===== config.mk =====
export PLATFORM = sky130hd
export DESIGN_NAME = dla_hld_lsu_word_span_decoder_flat
export DESIGN_NICKNAME = d
export VERILOG_FILES = /design/src/rtl/dla_hld_lsu_word_span_decoder_if.sv /design/src/rtl/dla_hld_lsu_word_span_decoder.sv /design/src/flat_wrapper.sv
export SDC_FILE = /design/constraint.sdc
export NUM_CORES = 1
export LEC_CHECK = 0
export ABC_CLOCK_PERIOD_IN_PS = 5800
export BUFFER_PORTS_ARGS = -buffer_cell sky130_fd_sc_hd__buf_2
export CORE_UTILIZATION = 60
export DETAILED_ROUTE_END_ITERATION = 16
export PLACE_DENSITY_LB_ADDON = 0.12
export SETUP_SLACK_MARGIN = 0.2
export SLEW_MARGIN = 10
export SYNTH_ARGS = -nofsm -noshare
export SYNTH_HDL_FRONTEND = slang
export SYNTH_SLANG_ARGS = --single-unit

===== constraint.sdc =====
create_clock -name clock -period 5.8 [get_ports clock]
set_input_delay 0.58 -clock clock [delete_from_list [all_inputs] [get_ports clock]]
set_output_delay 0.58 -clock clock [all_outputs]
set_load 0.01 [all_outputs]

===== src/rtl/dla_hld_lsu_word_span_decoder_if.sv =====
`default_nettype none
// +----------------------------------------------------------------------------+
// | dla_hld_lsu_word_span_decoder_if : kernel-access in / command out bundle   |
// | Revision: 1.0                                                              |
// +----------------------------------------------------------------------------+
interface dla_hld_lsu_word_span_decoder_if #(
  parameter int ADDR_WIDTH      = 32,
  parameter int WORD_ADDR_WIDTH = 26
);
  logic                       i_valid;
  logic [ADDR_WIDTH-1:0]      i_addr;
  logic                       o_ready;
  logic                       i_flush;
  logic                       o_valid;
  logic                       i_ready;
  logic [WORD_ADDR_WIDTH-1:0] o_word_addr;
  logic                       o_spans_two;
  logic                       o_spans_three;
  logic                       o_needs_second_cycle;
  logic                       o_needs_third_cycle;
  logic                       o_can_coalesce;
  logic                       o_idle;

  modport master (
    output i_valid, i_addr, i_flush, i_ready,
    input  o_ready, o_valid, o_word_addr, o_spans_two, o_spans_three,
           o_needs_second_cycle, o_needs_third_cycle, o_can_coalesce, o_idle
  );

  modport slave (
    input  i_valid, i_addr, i_flush, i_ready,
    output o_ready, o_valid, o_word_addr, o_spans_two, o_spans_three,
           o_needs_second_cycle, o_needs_third_cycle, o_can_coalesce, o_idle
  );
endinterface
`default_nettype wire


===== src/rtl/dla_hld_lsu_word_span_decoder.sv =====
`default_nettype none
// +----------------------------------------------------------------------------+
// | dla_hld_lsu_word_span_decoder : holds one kernel word, emits span/coalesce |
// | descriptors. Optional idle timeout flush: DLA_HLD_LSU_SPAN_TIMEOUT_FLUSH_EN |
// | Revision: 1.0                                                              |
// +----------------------------------------------------------------------------+
module dla_hld_lsu_word_span_decoder #(
  parameter int ADDR_WIDTH                 = 32,
  parameter int KER_BYTES                  = 32,
  parameter int MEM_BYTES                  = 64,
  parameter int MAX_MEM_WORDS_PER_KER_WORD = 2
) (
  input  logic                          clock,
  input  logic                          reset,
  dla_hld_lsu_word_span_decoder_if.slave bus
);
  localparam int C_MEM_LOG2 = $clog2(MEM_BYTES);
  localparam int C_WA       = ADDR_WIDTH - C_MEM_LOG2;
  localparam logic [ADDR_WIDTH:0] C_KER_SPAN = (ADDR_WIDTH+1)'(KER_BYTES - 1);

  logic [C_WA-1:0] w_first, w_last, w_diff;
  logic            w_spans_two, w_spans_three;
  logic            w_o_valid, w_o_ready, w_fire, w_accept, w_timeout;

  logic            held_valid_q, held_valid_d;
  logic [C_WA-1:0] held_addr_q, held_addr_d;
  logic [C_WA-1:0] held_last_q, held_last_d;
  logic            spans_two_q, spans_two_d;
  logic            spans_three_q, spans_three_d;
  logic            flush_pending_q, flush_pending_d;

  // Last word uses a carry bit, then wraps modulo the word-address space.
  always_comb begin
    w_first       = bus.i_addr[ADDR_WIDTH-1:C_MEM_LOG2];
    w_last        = C_WA'(({1'b0, bus.i_addr} + C_KER_SPAN) >> C_MEM_LOG2);
    w_diff        = w_last - w_first;
    w_spans_two   = (MAX_MEM_WORDS_PER_KER_WORD > 1) && (w_diff != '0);
    w_spans_three = (MAX_MEM_WORDS_PER_KER_WORD > 2) && (w_diff == C_WA'(2));
  end

`ifdef DLA_HLD_LSU_SPAN_TIMEOUT_FLUSH_EN
  logic [7:0] timer_q, timer_d;

  always_comb begin
    timer_d   = (held_valid_q & ~bus.i_valid & ~flush_pending_q) ? timer_q + 8'd1 : 8'd0;
    w_timeout = (timer_d == 8'hFF);
  end

  always_ff @(posedge clock) begin
    if (reset) timer_q <= 8'd0;
    else       timer_q <= timer_d;
  end
`else
  assign w_timeout = 1'b0;
`endif

  always_comb begin
    w_o_valid = held_valid_q & (bus.i_valid | flush_pending_q);
    w_fire    = w_o_valid & bus.i_ready;
    w_o_ready = ~flush_pending_q & (~held_valid_q | w_fire);
    w_accept  = bus.i_valid & w_o_ready;

    held_valid_d    = held_valid_q;
    held_addr_d     = held_addr_q;
    held_last_d     = held_last_q;
    spans_two_d     = spans_two_q;
    spans_three_d   = spans_three_q;
    flush_pending_d = flush_pending_q;

    if (w_accept) begin
      held_valid_d  = 1'b1;
      held_addr_d   = w_first;
      held_last_d   = w_last;
      spans_two_d   = w_spans_two;
      spans_three_d = w_spans_three;
    end else if (w_fire) begin
      held_valid_d  = 1'b0;
    end

    // A pending flush retires with the held word's fire, or at once if nothing is held.
    if (flush_pending_q) begin
      if (~held_valid_q | w_fire) flush_pending_d = 1'b0;
    end else if (bus.i_flush | w_timeout) begin
      flush_pending_d = 1'b1;
    end
  end

  always_ff @(posedge clock) begin
    if (reset) begin
      held_valid_q    <= 1'b0;
      held_addr_q     <= '0;
      held_last_q     <= '0;
      spans_two_q     <= 1'b0;
      spans_three_q   <= 1'b0;
      flush_pending_q <= 1'b0;
    end else begin
      held_valid_q    <= held_valid_d;
      held_addr_q     <= held_addr_d;
      held_last_q     <= held_last_d;
      spans_two_q     <= spans_two_d;
      spans_three_q   <= spans_three_d;
      flush_pending_q <= flush_pending_d;
    end
  end

  assign bus.o_valid              = w_o_valid;
  assign bus.o_ready              = w_o_ready;
  assign bus.o_word_addr          = held_addr_q;
  assign bus.o_spans_two          = spans_two_q;
  assign bus.o_spans_three        = spans_three_q;
  assign bus.o_needs_second_cycle = spans_two_q;
  assign bus.o_needs_third_cycle  = spans_three_q;
  assign bus.o_can_coalesce       = held_valid_q & ~flush_pending_q & (held_last_q == w_first);
  assign bus.o_idle               = ~held_valid_q & ~flush_pending_q;
endmodule
`default_nettype wire


===== src/flat_wrapper.sv =====
// flat-port wrapper written by rule: the top's interface ports become plain ports
module dla_hld_lsu_word_span_decoder_flat 
#(
  parameter int ADDR_WIDTH                 = 32,
  parameter int KER_BYTES                  = 32,
  parameter int MEM_BYTES                  = 64,
  parameter int MAX_MEM_WORDS_PER_KER_WORD = 2
)
  (clock, reset, bus_i_valid, bus_i_addr, bus_i_flush, bus_i_ready, bus_o_ready, bus_o_valid, bus_o_word_addr, bus_o_spans_two, bus_o_spans_three, bus_o_needs_second_cycle, bus_o_needs_third_cycle, bus_o_can_coalesce, bus_o_idle);
  dla_hld_lsu_word_span_decoder_if #(.ADDR_WIDTH(ADDR_WIDTH), .WORD_ADDR_WIDTH((26))) bus_i ();
  input  logic clock;
  input  logic reset;
  input wire logic [$bits(bus_i.i_valid)-1:0] bus_i_valid;
  input wire logic [$bits(bus_i.i_addr)-1:0] bus_i_addr;
  input wire logic [$bits(bus_i.i_flush)-1:0] bus_i_flush;
  input wire logic [$bits(bus_i.i_ready)-1:0] bus_i_ready;
  output wire logic [$bits(bus_i.o_ready)-1:0] bus_o_ready;
  output wire logic [$bits(bus_i.o_valid)-1:0] bus_o_valid;
  output wire logic [$bits(bus_i.o_word_addr)-1:0] bus_o_word_addr;
  output wire logic [$bits(bus_i.o_spans_two)-1:0] bus_o_spans_two;
  output wire logic [$bits(bus_i.o_spans_three)-1:0] bus_o_spans_three;
  output wire logic [$bits(bus_i.o_needs_second_cycle)-1:0] bus_o_needs_second_cycle;
  output wire logic [$bits(bus_i.o_needs_third_cycle)-1:0] bus_o_needs_third_cycle;
  output wire logic [$bits(bus_i.o_can_coalesce)-1:0] bus_o_can_coalesce;
  output wire logic [$bits(bus_i.o_idle)-1:0] bus_o_idle;
  assign bus_i.i_valid = bus_i_valid;
  assign bus_i.i_addr = bus_i_addr;
  assign bus_i.i_flush = bus_i_flush;
  assign bus_i.i_ready = bus_i_ready;
  assign bus_o_ready = bus_i.o_ready;
  assign bus_o_valid = bus_i.o_valid;
  assign bus_o_word_addr = bus_i.o_word_addr;
  assign bus_o_spans_two = bus_i.o_spans_two;
  assign bus_o_spans_three = bus_i.o_spans_three;
  assign bus_o_needs_second_cycle = bus_i.o_needs_second_cycle;
  assign bus_o_needs_third_cycle = bus_i.o_needs_third_cycle;
  assign bus_o_can_coalesce = bus_i.o_can_coalesce;
  assign bus_o_idle = bus_i.o_idle;
  dla_hld_lsu_word_span_decoder #(.ADDR_WIDTH(ADDR_WIDTH), .KER_BYTES(KER_BYTES), .MEM_BYTES(MEM_BYTES), .MAX_MEM_WORDS_PER_KER_WORD(MAX_MEM_WORDS_PER_KER_WORD)) u_core (.clock(clock), .reset(reset), .bus(bus_i));
endmodule

==> impl_results.md <==
- Status: finished, final reports clean
- # DRC: 0
- Total GRT Usage: 35.1%
- Finished Cell Area: 5170 um^2
- Clock transition at path regs: 100 ps
- Yosys cell types: 68
- Gates resized, CTS repair: 0
- Worst r2r dst: u_core.bus.o_needs_second_cycle
- Number of global-route vias before repair: 4585
- Tcrit/Tclk final: 76.3%
- Final clock skew: 5.80 ps
- Die H: 91.5 um
- DR WL/cell: 18.5 um
- Syn_area_per_cell: 7.38 um^2
- CP Max Fanout: 18
- #FFs+latches synth: 55
- Endpoints failing setup: 0
- Total Nets Final: 745
- Peak Freq: 226 MHz
- Final count of hold timing violations: 0
- VDD IR-drop max: 191 uV
- Num CTS Buffers: 5
- Clock tree from TritonCTS: done
- GR Util met3: 6.03%
- Synth top area cells: dfxtp_1 23%, xor2_1 7.5%, nand2_1 6.9%
- Initial antenna violation count: 1
- DR vias: 4910
- Critical Path AT: 4620 ps
- Pre-CTS setup slack: 1130 ps
- Layout cell share with drive strength beyond 1: 14.3%
- Pwr dens: 191 nW/um^2
- Startpoint Class: primary input
- Post-CTS setup buffers: 0
- Largest net degree at the start of global routing: 56
- # rows: 32
- CP Launch Point: bus_i_addr[4]
- Hpwl dp: 11.5 mm
- Worst Max-Slew Pin Slew: 1070 ps
- Required @ worst endpoint: 5990 ps
- Max_cap viols: 0
- DRC marker count from the first detailed-route iteration: 459
- Clock Latency Late Sink: 310 ps
- Sequential cell area fraction in the yosys report: 22.9%
- Critical path class: in -> reg
- Synth Flop Type: dfxtp_1
- RSZ-0062 raised after global routing: no
- Period minus WS final: 4420 ps
- Clock buffer depth: 2
- Cells after synthesis: 652
- Area leader, netlist: dfxtp_1
- Total Negative Setup Slacks: 0 ps
- Grt ovf: 0
- DIE WIDTH: 91.5 um
- Root Buffer: clkbuf_8
- Most frequent cell after synthesis: nand2_1
- Met1 usage: 45.7%
- Worst slew margin: 28.8%
- DP Cell Count: 779
- Initial core utilization: 62.3%
- Worst reg2reg path startpoint: u_core.held_valid_q
- Routability Congestion: 0.963
- Total number of yosys warnings: 0
- Fin worst setup slack: 1380 ps
- Share of synthesized registers carrying an async set or reset: 0%
- Yosys top cell area share: 22.9%
- R2R depth: 9
- End point of the critical path: u_core.bus.o_needs_second_cycle
- Post-synth EDFFs: 0
- Clk sinks: 55
- Post-synthesis instance area: 4810 um^2
- Reg area: 1100 um^2
- Dpl cell area: 5060 um^2
- Via-per-instance ratio: 6.24
- GR peak layer: met2
- TritonRoute pass-1 iters: 5
- First-pass GRT wire length: 23.0 mm
- Cts hold-fix bufs: 0
- Fin. max-slew vios: 0
- Port Buffer Count: 68
- Most frequent cells after synthesis: 88 x nand2_1, 63 x nor2_1, 55 x dfxtp_1
- WHS Path Cells: 2
- Syn-to-layout area delta: 7.49%
- Critical Path End Type: flip-flop
- Leakage: 2.22 nW
- Hold Path Class: reg -> reg
- Non-Filler Instances: 787
- FILL cells: 708
- Area of the multi-input gates: 3360 um^2
- Routed wire length: 14.6 mm
- Core box area: 7730 um^2
- # IOs: 71
- Worst R2R Setup Slack: 2750 ps
- H-tree depth: 2
- Post-route ant nets: 0
- DIE AREA: 8380 um^2
- GR Util met2: 58.3%
## state kept, by name, indices dropped and copies added (netlist names)
register and count:
u_core.held_valid_q 1, u_core.flush_pending_q 1, u_core.bus.o_word_addr 26, u_core.held_last_q 26
u_core.bus.o_needs_second_cycle 1
## logic make-up after synthesis
| kind of cell | after synthesis | synth area share (%) |
|---|---|---|
| fa+ha+maj | 24 | 6.24 |
| flops | 55 | 22.9 |
| other cells | 1 | 0.0779 |
| xor+xnor | 65 | 11.8 |
| buf+inv | 78 | 7.46 |
| compound gates | 145 | 19.9 |
| mux | 23 | 4.99 |
| simple gates | 261 | 26.6 |
## worst min-delay path by stage
| stage | endpoint | startpoint |
|---|---|---|
| floorplan | u_core.held_last_q[0] | u_core.held_last_q[0] |
| global placement | u_core.bus.o_word_addr[0] | u_core.bus.o_word_addr[0] |
| detailed placement | u_core.bus.o_word_addr[7] | u_core.bus.o_word_addr[7] |
| CTS | u_core.bus.o_word_addr[7] | u_core.bus.o_word_addr[7] |
| global route | u_core.bus.o_word_addr[7] | u_core.bus.o_word_addr[7] |
| finish | u_core.bus.o_word_addr[7] | u_core.bus.o_word_addr[7] |
## stage by stage
step           util [%]  power, W  hold WS (ps)
6_report           66.9  0.000990           456
5_1_grt            66.9   0.00103           476
4_1_cts            66.9  0.000985           459
3_5_place_dp       65.5  0.000736           445
3_3_place_gp       65.5  0.000731           439
2_1_floorplan         -  0.000653           448
## layer usage
metal / routed length (um) / vias up
met5: 0 / -
met2: 6930 / 225
li1: - / 2362
met4: 301 / 0
met1: 6210 / 2293
met3: 1150 / 30
## worst max-delay path, cell delays in order
cell and delay [ps]:
buf_2 100, or3_4 400, o21ai_4 460, inv_2 170
nand2_2 140, nor2_1 50, ha_1 310, xor2_1 460
nand2_1 210, or4_1 580, or2_0 220, a31o_2 220
nand3b_1 170, o31ai_1 110, nor4_1 280, a31oi_1 130
## placed cells by master (no fill, tap or decap), drive strengths merged, types with 4 or more instances in the layout
cell / count
nor3: 18
clkbuf: 5
nand2: 89
ha: 24
o31ai: 5
or2: 5
nand3: 15
xor2: 41
inv: 33
o21ai: 14
a21oi: 51
nand4: 11
and3: 6
a31oi: 6
o211ai: 6
mux2: 5
a211oi: 31
nand2b: 4
or3: 6
nor2: 63
nor4: 19
mux2i: 18
and2: 6
and4: 5
or4: 5
nor2b: 5
a21boi: 5
xnor2: 24
buf: 69
dfxtp: 55
## layout make-up
cell class | count | area share (%)
clock inverters | 2 | 0.726
clock buffers | 5 | 1.33
well taps | 102 | 2.47
diodes | 1 | 0.0484
multi-input cells | 520 | 65.0
inverters | 33 | 2.40
flip-flops and latches | 55 | 21.3
repair buffers | 69 | 6.73
## power by group
part / internal [W] / switching [W]
combinational: 0.000109 / 0.000202
sequential: 0.000406 / 0.0000189
clock: 0.000126 / 0.000128
total: 0.000642 / 0.000348
Note: power is estimated with default switching activity, not from simulation.
